## config.mk

```make
export PLATFORM = sky130hd
export DESIGN_NAME = erasure_threshold_engine
export DESIGN_NICKNAME = d
export VERILOG_FILES = /design/src/rtl/erasure_threshold_engine.sv
export SDC_FILE = /design/constraint.sdc
export NUM_CORES = 1
export LEC_CHECK = 0
export ABC_AREA = 1
export CAP_MARGIN = 20
export CORE_ASPECT_RATIO = 1.5
export CORE_MARGIN = 2
export CORE_UTILIZATION = 60
export CTS_CLUSTER_DIAMETER = 80
export DETAILED_ROUTE_END_ITERATION = 10
export PLACE_DENSITY_LB_ADDON = 0.2
export SLEW_MARGIN = 20
export SYNTH_ARGS = -nofsm -noshare
export SYNTH_HDL_FRONTEND = slang
export SYNTH_SLANG_ARGS = --single-unit
```

## constraint.sdc

```tcl
create_clock -name clock -period 7.37 [get_ports clock]
set_clock_uncertainty 0.05 [all_clocks]
set_input_delay 0.737 -clock clock [delete_from_list [all_inputs] [get_ports clock]]
set_output_delay 0.737 -clock clock [all_outputs]
set_load 0.005 [all_outputs]
```

## src/rtl/erasure_threshold_engine.sv

```systemverilog
// Erasure cutoff engine: sigma^2 << SCALE_SHIFT divided by fade (one quotient bit per cycle), then one cutoff per table entry.
// Job latency CC_W+2+NUM_THR cycles (2+NUM_THR when fade=0). No backpressure. THRESH_PROG_EN enables run-time table writes.
module erasure_threshold_engine #(
    parameter int SIGMA_W     = 5,
    parameter int FADE_W      = 10,
    parameter int SCALE_SHIFT = 5,
    parameter int CC_W        = 15,
    parameter int THR_W       = 9,
    parameter int NUM_THR     = 4,
    parameter int IDX_W       = 2
) (
    input  logic                             clock,
    input  logic                             reset,
    input  logic                             i_start,
    input  logic [SIGMA_W-1:0]               i_sigma_value,
    input  logic [FADE_W-1:0]                i_fade_value,
    input  logic                             i_thr_wr_en,
    input  logic [IDX_W-1:0]                 i_thr_wr_addr,
    input  logic signed [THR_W-1:0]          i_thr_wr_data,
    output logic                             o_busy,
    output logic                             o_done,
    output logic                             o_div_by_zero,
    output logic [2*SIGMA_W-1:0]             o_sigma_square,
    output logic [CC_W-1:0]                  o_channel_char,
    output logic                             o_cutoff_valid,
    output logic [IDX_W-1:0]                 o_cutoff_idx,
    output logic signed [CC_W+THR_W-1:0]     o_cutoff
);

    localparam int CNT_W = (CC_W > 1) ? $clog2(CC_W) : 1;
    localparam int CUT_W = CC_W + THR_W;

    typedef enum logic [2:0] {
        S_IDLE,
        S_SQUARE,
        S_DIVIDE,
        S_MULT,
        S_DONE
    } state_t;

    state_t r_state;
    state_t w_state_nxt;

    logic [SIGMA_W-1:0]      r_sigma;
    logic [FADE_W-1:0]       r_fade;
    logic [CC_W-1:0]         r_num;
    logic [FADE_W-1:0]       r_rem;
    logic [CNT_W-1:0]        r_cnt;
    logic [IDX_W-1:0]        r_idx;

    logic [2*SIGMA_W-1:0]    w_sq;
    logic                    w_fade_zero;
    logic [FADE_W:0]         w_rem_sh;
    logic [FADE_W:0]         w_rem_sub;
    logic [FADE_W:0]         w_rem_nxt;
    logic                    w_q_bit;
    logic                    w_div_last;
    logic                    w_mult_last;
    logic signed [THR_W-1:0] w_thr_sel;
    logic signed [CUT_W-1:0] w_cc_ext;
    logic signed [CUT_W-1:0] w_thr_ext;
    logic signed [CUT_W-1:0] w_prod;
    logic                    w_unused;

    function automatic logic signed [THR_W-1:0] thr_init(input int k);
        case (k)
            0:       return THR_W'(-85);
            1:       return THR_W'(-173);
            2:       return THR_W'(-105);
            3:       return THR_W'(-62);
            default: return THR_W'(-41);
        endcase
    endfunction

    assign w_sq        = {{SIGMA_W{1'b0}}, r_sigma} * {{SIGMA_W{1'b0}}, r_sigma};
    assign w_fade_zero = (r_fade == '0);

    // Restoring division: numerator bits leave at the top of r_num while quotient bits enter at the bottom.
    assign w_rem_sh    = {r_rem, r_num[CC_W-1]};
    assign w_rem_sub   = w_rem_sh - {1'b0, r_fade};
    assign w_q_bit     = (w_rem_sh >= {1'b0, r_fade});
    assign w_rem_nxt   = w_q_bit ? w_rem_sub : w_rem_sh;
    assign w_div_last  = (r_cnt == CNT_W'(CC_W - 1));
    assign w_mult_last = (r_idx == IDX_W'(NUM_THR - 1));

    // Operands pre-extended to the cutoff width so the product is already the truncated result.
    assign w_cc_ext  = {{THR_W{1'b0}}, o_channel_char};
    assign w_thr_ext = {{CC_W{w_thr_sel[THR_W-1]}}, w_thr_sel};
    assign w_prod    = w_cc_ext * w_thr_ext;

`ifdef THRESH_PROG_EN
    logic signed [THR_W-1:0] r_thr [NUM_THR];

    always_ff @(posedge clock or posedge reset) begin
        if (reset) begin
            for (int k = 0; k < NUM_THR; k++) r_thr[k] <= thr_init(k);
        end else if (i_thr_wr_en && !o_busy) begin
            for (int k = 0; k < NUM_THR; k++) begin
                if (i_thr_wr_addr == IDX_W'(k)) r_thr[k] <= i_thr_wr_data;
            end
        end
    end

    assign w_thr_sel = r_thr[r_idx];
    assign w_unused  = w_rem_nxt[FADE_W];
`else
    always_comb begin
        w_thr_sel = thr_init(int'(r_idx));
    end

    assign w_unused = ^{w_rem_nxt[FADE_W], i_thr_wr_en, i_thr_wr_addr, i_thr_wr_data};
`endif

    always_ff @(posedge clock or posedge reset) begin
        if (reset) r_state <= S_IDLE;
        else       r_state <= w_state_nxt;
    end

    always_comb begin
        w_state_nxt = r_state;
        case (r_state)
            S_IDLE:   if (i_start) w_state_nxt = S_SQUARE;
            S_SQUARE: w_state_nxt = w_fade_zero ? S_MULT : S_DIVIDE;
            S_DIVIDE: if (w_div_last) w_state_nxt = S_MULT;
            S_MULT:   if (w_mult_last) w_state_nxt = S_DONE;
            S_DONE:   w_state_nxt = S_IDLE;
            default:  w_state_nxt = S_IDLE;
        endcase
    end

    always_ff @(posedge clock or posedge reset) begin
        if (reset) begin
            r_sigma        <= '0;
            r_fade         <= '0;
            r_num          <= '0;
            r_rem          <= '0;
            r_cnt          <= '0;
            r_idx          <= '0;
            o_busy         <= 1'b0;
            o_done         <= 1'b0;
            o_div_by_zero  <= 1'b0;
            o_sigma_square <= '0;
            o_channel_char <= '0;
            o_cutoff_valid <= 1'b0;
            o_cutoff_idx   <= '0;
            o_cutoff       <= '0;
        end else begin
            o_done <= 1'b0;
            case (r_state)
                S_IDLE: begin
                    if (i_start) begin
                        r_sigma <= i_sigma_value;
                        r_fade  <= i_fade_value;
                        o_busy  <= 1'b1;
                    end
                end
                S_SQUARE: begin
                    o_sigma_square <= w_sq;
                    r_num          <= {w_sq, {SCALE_SHIFT{1'b0}}};
                    r_rem          <= '0;
                    r_cnt          <= '0;
                    r_idx          <= '0;
                    o_div_by_zero  <= w_fade_zero;
                    if (w_fade_zero) o_channel_char <= '1;
                end
                S_DIVIDE: begin
                    r_rem <= w_rem_nxt[FADE_W-1:0];
                    r_num <= {r_num[CC_W-2:0], w_q_bit};
                    r_cnt <= r_cnt + CNT_W'(1);
                    if (w_div_last) o_channel_char <= {r_num[CC_W-2:0], w_q_bit};
                end
                S_MULT: begin
                    o_cutoff       <= w_prod;
                    o_cutoff_valid <= 1'b1;
                    o_cutoff_idx   <= r_idx;
                    r_idx          <= r_idx + IDX_W'(1);
                end
                S_DONE: begin
                    o_done         <= 1'b1;
                    o_busy         <= 1'b0;
                    o_cutoff_valid <= 1'b0;
                end
                default: ;
            endcase
        end
    end

endmodule

```

== Yosys cells after proc, flatten, opt, wreduce, memory -nomap -nowiden ==
Index checks and enable logic that the tools add are counted.

* Add/subtract/negate cells: 3
* $mul: 2
* Divide/modulo/power cells: 0
* Order comparisons: 1
* Eq/ne operators: 12
* Shift-type cells: 0
* Mux-type cells: 18
* Bitwise gates (word level): 0
* Reduce and logical (&&, ||, !) cells: 11

{| class="wikitable"
|+ Operators with widths
! operator !! count
|-
| 15-bit case mux with 2 select lines || 2
|-
| 9-bit case mux with 4 select lines || 1
|-
| 15-bit two-way mux || 2
|-
| 16-bit by 9-bit multiplier with 24-bit output || 1
|-
| 10-bit case mux with 2 select lines || 1
|-
| 3-bit case mux with 4 select lines || 1
|-
| 11-bit by 10-bit >= comparator with 1-bit output || 1
|-
| 10-bit zero test || 1
|-
| 5-bit by 5-bit multiplier with 10-bit output || 1
|-
| 10-bit two-way mux || 1
|-
| 10-bit subtractor || 1
|-
| 3-bit two-way mux || 3
|-
| 2-bit inequality test, second input constant || 4
|-
| 4-bit case mux with 2 select lines || 1
|-
| 2-bit nonzero test || 4
|-
| 3-bit by 2-bit equality test with 1-bit output, second input constant || 2
|-
| 3-bit AND reduction || 2
|-
| 4-bit by 1-bit adder with 4-bit output, second input constant || 1
|-
| 2-bit equality test, second input constant || 2
|-
| 4-bit equality test, second input constant || 1
|-
| 1-bit case mux with 2 select lines || 2
|-
| 2-bit case mux with 2 select lines || 1
|-
| 2-bit AND reduction || 2
|-
| 3-bit by 1-bit equality test with 1-bit output, second input constant || 1
|-
| 6 further kinds || 8
|}

* Flip-flop bits (word level): 104
* Bits in latches: 0
* Memory bits (writable): 0
* ROM bits: 0
* Input bits: 30
* Output and inout port bits: 55
* Logic and storage cells: 62
* Memories: 0

== Depth between registers and ports, before layout ==
Gate-level depths: netlist of run 1.

* Depth in word-level cells: 3
* Mapped depth: 26
* Mapped depth without buffers: 23

== Worst setup path before layout of run 1 ==
OpenSTA, ideal clock, no wires.

* Path kind: register to register
* From: reg r_idx[0]
* To: reg o_cutoff[18]
* Setup time: 0.118 ns
* Arrival time: 5.044 ns
* Data required time: 7.202 ns
* Setup slack: 2.158 ns
* Cell stages (with the launch flop): 25
* Path buffers: 3
* Cells stage by stage: dfrtp_1 > clkbuf_1 > inv_1 > ha_1 > clkbuf_1 > clkbuf_1 > nand2_1 > fa_1 > fa_1 > inv_1 > fa_1 > fa_1 > fa_1 > ha_1 > nand2_1 > inv_1 > nand2_1 > nand2_1 > nand2_1 > nand3_1 > nand2_1 > nand2_1 > nand2_1 > nand3_1 > nand2_1

* Word-level cells in the longest chain between the ends: 3

{| class="wikitable"
|+ RTL lines
! what !! RTL line !! source
|-
| start: declaration || 49 || <nowiki>logic [IDX_W-1:0] r_idx;</nowiki>
|-
| start signal: assignment || 176 || <nowiki>r_idx <= r_idx + IDX_W'(1);</nowiki>
|-
| 2-bit equality test (tied with other cells) || 66 || <nowiki>case (k)</nowiki>
|-
| 9-bit case mux with 4 select lines (*) || 66 ||
|-
| 16-bit by 9-bit multiplier with 24-bit output (*) || 89 || <nowiki>assign w_prod = w_cc_ext * w_thr_ext;</nowiki>
|-
| end signal: assignment || 173 || <nowiki>o_cutoff <= w_prod;</nowiki>
|-
| end: declaration || 27 || <nowiki>output logic signed [CC_W+THR_W-1:0] o_cutoff</nowiki>
|}

Every way passes the cells marked *; elsewhere a longest branch is shown, timed or not. The select of a mux whose other input is x is not followed.
A chain may end at the register's enable or synchronous reset.

== Final worst setup path of run 1 ==
* From: reg r_idx[0]
* To: reg o_cutoff[22]

The elaborated chain is that of the path after synthesis.

==> results of run 1 <==
-- sequential cells by signal, summed over array words and instances, names as in the netlist, 2 cells and up --
register        flops
r_sigma             5
o_cutoff_idx        2
r_idx               2
o_sigma_square      9
r_state             3
o_channel_char     15
r_rem              10
r_fade             10
r_cnt               4
o_cutoff           24
r_num              15
-- layer usage --
metal  share of wire  vias to the layer above  routed length [um]  GRT usage
met5               0                        -                   0          0
met4           0.036                        0                 733      0.103
met3           0.038                       50                 772     0.0301
met2            0.55                      175               11200      0.512
met1            0.38                     3604                7780      0.286
li1                -                     3655                   -          -
-- cell families after synthesis --
| kind of cell | count (synthesis) | share of synthesized area |
|---|---|---|
| and+or+nand+nor | 504 | 0.219 |
| xor gates and xnor gates | 20 | 0.0185 |
| DFF | 103 | 0.272 |
| other | 1 | 0.000396 |
| buffers and inverters | 236 | 0.0977 |
| AOI/OAI and AO/OA | 102 | 0.0705 |
| muxes | 1 | 0.00119 |
| adders and majority gates | 185 | 0.321 |
-- worst paths after layout --
| path | startpoint | to | slack, ps | depth (start not counted) |
|---|---|---|---|---|
| min reg2reg | o_cutoff[2]$_DFFE_PP0P_ | o_cutoff[2]$_DFFE_PP0P_ | 430 | 2 |
| min in group asynchronous | reset | o_cutoff_idx[0]$_DFFE_PP0P_ | 640 | 2 |
| max in group asynchronous | reset | o_cutoff[3]$_DFFE_PP0P_ | 5590 | 3 |
| max reg2reg | r_idx[0]$_DFFE_PP0P_ | o_cutoff[22]$_DFFE_PP0P_ | 1470 | 20 |
| max | r_idx[0]$_DFFE_PP0P_ | o_cutoff[22]$_DFFE_PP0P_ | 1470 | 20 |
| min | o_cutoff[2]$_DFFE_PP0P_ | o_cutoff[2]$_DFFE_PP0P_ | 430 | 2 |
-- cell type report --
class | instances | area, um^2
multi-input cells | 813 | 5970
fillers | 1329 | 4950
flip-flops and latches | 103 | 2580
inverters | 209 | 787
repair buffers | 74 | 737
well taps | 203 | 254
clock buffers | 11 | 243
clock inverters | 5 | 41.3
-- worst register-to-register path, cell delays in order (launching register included) --
cell     delay, ps
dfrtp_1        840
inv_1          210
ha_1           710
nand2_1        140
fa_1           470
fa_1           490
inv_1           50
fa_1           500
fa_1           520
fa_1           490
ha_1           370
nand2_1        110
inv_1           70
nand2_1         60
nand2_1         40
nand2_1         50
nand3_1        180
nand2_1        170
nand3_1         80
nand3_1         90
nand2_1         70
-- stage by stage --
stage	setup slack [ps]	util	instance area, um^2
after floorplan	2160	-	9460
after global placement	1580	0.663	10300
after detailed placement	1510	0.663	10300
after CTS	1500	0.681	10600
after global routing	1140	0.682	10600
final	1470	0.682	10600
-- layout by cell type, fill, tap and decap left out, types with 2 or more instances in the layout --
cell type,count
or2_2,2
nand3_2,2
a21o_1,5
o21bai_1,3
nor2_4,2
nand3_1,52
ha_1,89
o21a_1,2
xor2_1,9
o22ai_1,4
nor2_2,2
buf_4,2
nand3b_1,6
nor2_1,88
fa_1,96
xnor2_1,11
nand2_1,325
clkinv_1,2
dfrtp_1,103
a21oi_4,11
o21ai_0,28
clkbuf_16,9
inv_1,205
a21oi_1,48
clkdlybuf4s50_1,71
nand2_4,2
nand4_1,7
nor3_1,12
==> results.py, run 1 <==
metrics = {
    "global_route": {
        "antenna_found_initial": 0,
        "grt_max_degree": 82,
        "grt_pass1_vias": 7695,
        "grt_pass1_wl_um": 34900,
        "grtUsageTotal": 0.262,
        "grt-ovfl-total": 0,
    },
    "clock_network": {
        "post_cts_resized": 0,
        "cts_tree": "built",
        "cts-root-buf": "clkbuf_16",
        "clock_path_buffers": 2,
        "insertion_delay_ps": 360,
        "clk_pin_slew_ps": 70,
        "cts.sinks": 103,
        "postCtsSetupBuffers": 0,
        "htreeDepth": 3,
        "hold_buffers": 0,
        "numCtsBuffers": 9,
    },
    "routing": {
        "drc": 0,
        "vias": 7484,
        "dr.pass1.iters": 4,
        "viasPerCell": 5.28,
        "antenna_left": 0,
        "wl_per_cell_um": 14.5,
        "drt_iter0_markers": 298,
        "routed_wl_um": 20500,
    },
    "critical_path": {
        "critPathRequiredTime_ps": 7560,
        "critPathLaunchType": "register",
        "critical-path-top-delay-family": "adder cells",
        "arrival_ps": 6090,
        "critPathMostFrequentCell": "nand2_1",
        "slowest_delay_ps": 840,
        "path_cells": "inv_1 -> ha_1 -> nand2_1 -> fa_1 -> fa_1 -> inv_1 -> fa_1 -> fa_1 -> fa_1 -> ha_1 -> nand2_1 -> inv_1 -> nand2_1 -> nand2_1 -> nand2_1 -> nand3_1 -> nand2_1 -> nand3_1 -> nand3_1 -> nand2_1",
        "crit_type": "register to register",
        "crit_buf_inv": 3,
        "endpoint_kind": "register",
        "cp_slowest_cell": "dfrtp_1",
        "crit_fanout": 20,
    },
    "place": {
        "hpwl_um": 16200,
        "gp_congestion": 0.946,
        "dp.cells": 1402,
        "port_buffers": 71,
    },
    "timing": {
        "slew-limit-headroom": 0.476,
        "fin_crit_ps": 5900,
        "finalCritPeriodShare": 0.801,
        "drv_slew": 0,
        "setup-tns-final_ps": 0,
        "hold_viol": 0,
        "worst_pin_slew_ps": 785,
        "holdWs_ps": 426,
        "fmax_ghz": 0.169,
        "rsz0062_at_grt": "no",
        "setup_viol": 0,
    },
    "die": {
        "die_w_um": 107,
        "io_pins": 85,
        "core_um2": 15600,
        "num_rows": 56,
        "start_util": 0.608,
        "die_area_um2": 16800,
        "dieHeight_um": 158,
    },
    "yosys": {
        "synthArstFlopShare": 1.00,
        "post_synth.cell_area_avg_um2": 8.22,
        "syn-num-nets": 1367,
        "synthTopCellsByCount": "nand2_1 (325), inv_1 (206), dfrtp_1 (103)",
        "synth_most_common_cell": "nand2_1",
        "synth_largest_area_cell": "dfrtp_1",
        "synth_edf_count": 0,
        "synth_ff_type": "dfrtp_1",
        "yosysWarnings": 0,
        "ys_top_cells_by_area": "dfrtp_1 (27%), fa_1 (20%), nand2_1 (13%), ha_1 (12%), inv_1 (8.2%)",
        "yosysUniqueCellTypes": 38,
        "syn_inst": 1152,
        "yosys.area.top_type_share": 0.272,
        "ys_seq_elements": 103,
        "syn_area_um2": 9460,
        "yosysSeqAreaShare": 0.272,
    },
    "cells_and_area": {
        "layout-drive-gt1-share": 0.0354,
        "area_growth_pct": 12.1,
        "antennaDiodeCount": 0,
        "final_cell_count_no_fill": 1418,
        "fin_nets": 1425,
    },
    "outcome": {
        "outcome": "completed",
    },
    "run": {
        "drv_cap": 0,
    },
    "hold_path": {
        "hp-class": "register to register",
    },
}
Power of run 1 is left out: the tool's default activity adds up to more than one toggle a clock period on the data nets, which glitch-free logic cannot reach.
==> inputs of run 2 (changes only) <==
--- a/config.mk
+++ b/config.mk
@@ -9,7 +9,7 @@
 export CAP_MARGIN = 20
 export CORE_ASPECT_RATIO = 1.5
 export CORE_MARGIN = 2
-export CORE_UTILIZATION = 60
+export CORE_UTILIZATION = 54
 export CTS_CLUSTER_DIAMETER = 80
 export DETAILED_ROUTE_END_ITERATION = 10
 export PLACE_DENSITY_LB_ADDON = 0.2
==> constraint.sdc (replaced) <==
create_clock -name clock -period 4.9 [get_ports clock]
set_clock_uncertainty 0.05 [all_clocks]
set_input_delay 0.49 -clock clock [delete_from_list [all_inputs] [get_ports clock]]
set_output_delay 0.49 -clock clock [all_outputs]
set_load 0.005 [all_outputs]
==> run 2 against run 1 <==
Against the previous run: first-iteration DRC count fell by 12%; register-to-register slack got worse by 1300 ps; critical path depth rose by 1; design area rose by 7.8%; sequential share of layout area fell by 1.7 points; utilization fell by 2.0 points; sequential cell count did not move; worst setup slack got worse by 1300 ps; routed wire length rose by 7.4%; cell count rose by 4.7%; non-clock buffer count rose by 58; critical path type unchanged; critical endpoint is now o_cutoff[21]$_DFFE_PP0P_.
==> results.py, run 2 (synthesis gave the netlist of run 1 again) <==
metrics = {
    "outcome": {
        "outcome": "completed",
    },
    "clock_network": {
        "clock_path_buffers": 2,
        "htreeDepth": 3,
        "insertion_delay_ps": 360,
        "cts-root-buf": "clkbuf_16",
        "clk_pin_slew_ps": 70,
        "numCtsBuffers": 9,
        "hold_buffers": 0,
        "cts_tree": "built",
        "cts.sinks": 103,
    },
    "critical_path": {
        "endpoint_kind": "register",
        "crit_type": "register to register",
        "arrival_ps": 4940,
        "r2r_start": "r_idx[1]$_DFFE_PP0P_",
        "setup.worst_path.start": "r_idx[1]$_DFFE_PP0P_",
        "critPathLaunchType": "register",
        "critPathRequiredTime_ps": 5100,
        "crit_fanout": 9,
    },
    "timing": {
        "finalCritPeriodShare": 0.966,
        "fmax_ghz": 0.211,
        "fin_crit_ps": 4740,
        "drv_slew": 0,
        "setup-tns-final_ps": 0,
        "worst_pin_slew_ps": 891,
        "rsz0062_at_grt": "yes",
        "slew-limit-headroom": 0.406,
        "hold_viol": 0,
        "setup_viol": 0,
    },
    "cells_and_area": {
        "fin_nets": 1483,
        "area_growth_pct": 20.8,
        "regMostFlops": "o_cutoff",
        "largestRegisters": "o_cutoff: 24 flops, o_channel_char: 15 flops, r_num: 15 flops",
        "final_common_cell": "nand2_1",
        "final_cell_mix": "nand2_1 (314), inv_1 (201), dfrtp_1 (103)",
        "nFillCells": 1422,
        "antennaDiodeCount": 0,
        "layout-drive-gt1-share": 0.123,
        "largest_register_ffs": 24,
        "final_cell_count_no_fill": 1485,
    },
    "routing": {
        "antenna_left": 0,
        "routed_wl_um": 22100,
        "dr.pass1.iters": 5,
        "wl_per_cell_um": 14.9,
        "drc": 0,
        "viasPerCell": 5.17,
        "drt_iter0_markers": 262,
        "vias": 7684,
    },
    "die": {
        "start_util": 0.548,
        "num_rows": 59,
        "die_w_um": 112,
        "dieHeight_um": 166,
        "die_area_um2": 18600,
        "core_um2": 17300,
        "io_pins": 85,
    },
    "global_route": {
        "antenna_found_initial": 0,
        "grt_pass1_vias": 7878,
        "grt_max_degree": 73,
        "grt-ovfl-total": 0,
        "grtUsageTotal": 0.241,
        "grt_pass1_wl_um": 36500,
    },
    "place": {
        "dp.cells": 1467,
        "hpwl_um": 16900,
        "gp_congestion": 0.876,
        "port_buffers": 71,
    },
    "hold_path": {
        "hp-class": "register to register",
        "min-delay-start": "o_cutoff[18]$_DFFE_PP0P_",
    },
    "run": {
        "drv_cap": 0,
    },
}
run 2: path summary, 6_finish.rpt:
check / endpoint / slack, ps / cells after the start
hold / removal: o_cutoff[18]$_DFFE_PP0P_ / 430 / 2
setup / recovery: o_cutoff[21]$_DFFE_PP0P_ / 160 / 21
min in group asynchronous: o_sigma_square[6]$_DFFE_PP0P_ / 620 / 2
setup reg to reg: o_cutoff[21]$_DFFE_PP0P_ / 160 / 21
max in group asynchronous: r_num[10]$_DFFE_PP0P_ / 3210 / 3
hold reg to reg: o_cutoff[18]$_DFFE_PP0P_ / 430 / 2
run 2: metal layers:
| layer | up-vias | track usage | wire length (um) | share of wire |
|---|---|---|---|---|
| li1 | 3769 | - | - | - |
| met1 | 3665 | 0.271 | 8280 | 0.38 |
| met2 | 190 | 0.459 | 12200 | 0.55 |
| met3 | 60 | 0.0193 | 713 | 0.032 |
| met4 | 0 | 0.105 | 915 | 0.041 |
| met5 | - | 0 | 0 | 0 |
run 2: cell type report:
| cell class | instances | area [um^2] | share of cell area |
|---|---|---|---|
| clock buffers | 10 | 239 | 0.0209 |
| well taps | 213 | 267 | 0.0233 |
| flip-flops and latches | 103 | 2580 | 0.226 |
| inverters | 209 | 787 | 0.0689 |
| repair buffers | 132 | 1210 | 0.106 |
| clock inverters | 5 | 63.8 | 0.00558 |
| multi-input cells | 813 | 6290 | 0.550 |
run 2: metrics by stage:
step	hold WS [ps]	util	area [um^2]	setup slack, ps
after floorplan	391	-	9490	11.1
after global placement	411	0.623	10800	-84.5
after detailed placement	414	0.623	10800	-132
after CTS	429	0.643	11100	1.53
after global routing	448	0.662	11400	-14.4
final	427	0.662	11400	165
run 2: worst max-delay path, stage by stage, from the launching register on:
cell and delay (ps):
dfrtp_1 380, inv_2 70, buf_4 160, ha_4 180, buf_12 140, nor2_1 160
fa_1 460, fa_1 590, fa_1 460, fa_1 490, ha_1 350, ha_4 300
nand2_1 60, inv_1 100, buf_4 110, nand3_1 80, nand2_2 120, nand2_1 80
nand2_1 70, nand2_1 50, nand3_1 80, nand2_1 70
run 2: timing repair:
item                                    in CTS  in global routing
endpoints found under the hold margin        0                  0
buffers inserted                             0                  3
endpoints found under the setup margin      12                 14
pin swaps                                    0                 23
gates resized for setup                      8                 65
Power of run 2 is left out for the same reason.
==> inputs of run 3 (changes only) <==
--- a/config.mk
+++ b/config.mk
@@ -9,7 +9,7 @@
 export CAP_MARGIN = 20
 export CORE_ASPECT_RATIO = 1.5
 export CORE_MARGIN = 2
-export CORE_UTILIZATION = 54
+export CORE_UTILIZATION = 60
 export CTS_CLUSTER_DIAMETER = 80
 export DETAILED_ROUTE_END_ITERATION = 10
 export PLACE_DENSITY_LB_ADDON = 0.2
==> constraint.sdc (replaced) <==
create_clock -name clock -period 5 [get_ports clock]
set_clock_uncertainty 0.05 [all_clocks]
set_input_delay 0.5 -clock clock [delete_from_list [all_inputs] [get_ports clock]]
set_output_delay 0.5 -clock clock [all_outputs]
set_load 0.005 [all_outputs]
==> run 3 against run 2 <==
Against the previous run: sequential share of layout area grew 0.56 points; routed wire length down 1.3%; count of clock-buffer cells in the layout stayed put; sequential cell count unchanged; critical endpoint is now o_cutoff[18]$_DFFE_PP0P_.
==> results.py, run 3 (synthesis gave the netlist of run 1 again) <==
metrics = {
    "cells_and_area": {
        "area_growth_pct": 17.8,
        "regMostFlops": "o_cutoff",
        "final_cell_mix": "nand2_1 (323), inv_1 (205), dfrtp_1 (103)",
        "antennaDiodeCount": 0,
        "fin_nets": 1464,
        "final_common_cell": "nand2_1",
        "nFillCells": 1213,
        "largest_register_ffs": 24,
        "layout-drive-gt1-share": 0.0885,
        "largestRegisters": "o_cutoff: 24 flops, o_channel_char: 15 flops, r_num: 15 flops",
    },
    "routing": {
        "antenna_left": 0,
        "wl_per_cell_um": 14.9,
        "drt_iter0_markers": 369,
        "dr.pass1.iters": 5,
        "drc": 0,
        "vias": 7686,
        "routed_wl_um": 21800,
        "viasPerCell": 5.28,
    },
    "timing": {
        "drv_slew": 0,
        "slew-limit-headroom": 0.432,
        "holdWs_ps": 426,
        "fmax_ghz": 0.208,
        "worst_pin_slew_ps": 852,
        "hold_viol": 0,
        "finalCritPeriodShare": 0.964,
        "setup_viol": 0,
        "fin_crit_ps": 4820,
    },
    "global_route": {
        "grt-ovfl-total": 0,
        "grt_max_degree": 68,
        "antenna_found_initial": 0,
        "grt_pass1_vias": 8083,
        "grtUsageTotal": 0.274,
        "grt_pass1_wl_um": 36400,
    },
    "outcome": {
        "outcome": "completed",
    },
    "critical_path": {
        "critPathRequiredTime_ps": 5190,
        "critical-path-top-delay-family": "adder cells",
        "cp.depth": 19,
        "crit_fanout": 9,
        "slowest_delay_ps": 530,
        "critPathLaunchType": "register",
        "path_cells": "inv_1 -> buf_4 -> ha_2 -> buf_6 -> nor2_1 -> fa_1 -> fa_1 -> fa_1 -> fa_1 -> ha_1 -> ha_4 -> nand2_1 -> nand2_1 -> a21oi_1 -> nand3_2 -> nand2_1 -> nand3_1 -> nand3_1 -> nand2_1",
        "crit_type": "register to register",
        "crit_buf_inv": 3,
        "endpoint_kind": "register",
        "arrival_ps": 5010,
        "cp_slowest_cell": "fa_1",
        "rr_worst_depth": 19,
    },
    "hold_path": {
        "hp-class": "register to register",
        "hold_depth": 1,
    },
    "clock_network": {
        "clk_pin_slew_ps": 80,
        "insertion_delay_ps": 350,
        "numCtsBuffers": 9,
        "htreeDepth": 3,
        "cts.sinks": 103,
        "hold_buffers": 0,
        "clock_path_buffers": 2,
        "cts_tree": "built",
        "cts-root-buf": "clkbuf_16",
    },
    "die": {
        "core_um2": 15600,
        "start_util": 0.608,
        "io_pins": 85,
        "die_w_um": 107,
        "die_area_um2": 16800,
        "num_rows": 56,
        "dieHeight_um": 158,
    },
    "place": {
        "port_buffers": 71,
        "gp_congestion": 0.965,
        "hpwl_um": 17100,
    },
    "run": {
        "drv_cap": 0,
    },
}
-- run 3: changes by cell type in the layout (fill, tap and decap cells not counted), moves of 5 or more --
cell / before / now
buf_4: 55 / 41
ha_4: 17 / 12
nand2_1: 314 / 323
nand2_2: 12 / 3
-- run 3: final cells by class --
cell class | instances | area, um^2 | area share
Clock buffer | 10 | 239 | 0.0214
Clock inverter | 6 | 97.6 | 0.00875
Inverter | 209 | 787 | 0.0706
Multi-Input combinational cell | 813 | 6170 | 0.553
Sequential cell | 103 | 2580 | 0.231
Tap cell | 203 | 254 | 0.0228
Timing Repair Buffer | 113 | 1030 | 0.0923
-- run 3: final timing paths --
kind	slack [ps]	from	endpoint
worst min register to register	430	r_cnt[3]$_DFFE_PP0P_	r_cnt[3]$_DFFE_PP0P_
max in group asynchronous	3270	reset	r_num[14]$_DFFE_PP0P_
worst max register to register	180	r_idx[1]$_DFFE_PP0P_	o_cutoff[18]$_DFFE_PP0P_
worst max-delay path	180	r_idx[1]$_DFFE_PP0P_	o_cutoff[18]$_DFFE_PP0P_
worst min-delay path	430	r_cnt[3]$_DFFE_PP0P_	r_cnt[3]$_DFFE_PP0P_
min in group asynchronous	640	reset	o_cutoff_idx[0]$_DFFE_PP0P_
-- run 3: per-stage QoR --
step / instance area (um^2) / setup slack (ps) / setup TNS [ps] / std cells / util
2_1_floorplan: 9470 / 51.1 / 0 / 1152 / -
3_3_place_gp: 10600 / 9.52 / 0 / 1437 / 0.680
3_5_place_dp: 10600 / -85.1 / -324 / 1437 / 0.680
4_1_cts: 10900 / 16.9 / 0 / 1453 / 0.702
5_1_grt: 11200 / -50.0 / -129 / 1457 / 0.717
6_report: 11200 / 181 / 0 / 1457 / 0.717
-- run 3: timing repair --
action | CTS | global route
resized for setup | 2 | 31
pin swaps | 0 | 5
setup buffers | 0 | 4
hold endpoints to repair | 0 | 0
endpoints found under the setup margin | 10 | 13
-- run 3: metal layers --
layer	vias to the layer above	global-route usage	part of all wire
met5	-	0	0
li1	3732	-	-
met4	0	0.129	0.044
met3	57	0.0284	0.035
met2	196	0.532	0.55
met1	3701	0.295	0.37
-- run 3: worst reg2reg max path: stages, from the launching register on --
cell and delay (ps):
dfrtp_1 380, inv_1 110, buf_4 150, ha_2 200, buf_6 160, nor2_1 80
fa_1 510, fa_1 530, fa_1 520, fa_1 530, ha_1 350, ha_4 270
nand2_1 60, nand2_1 70, a21oi_1 190, nand3_2 180, nand2_1 130, nand3_1 70
nand3_1 80, nand2_1 80
Power of run 3 is left out for the same reason.
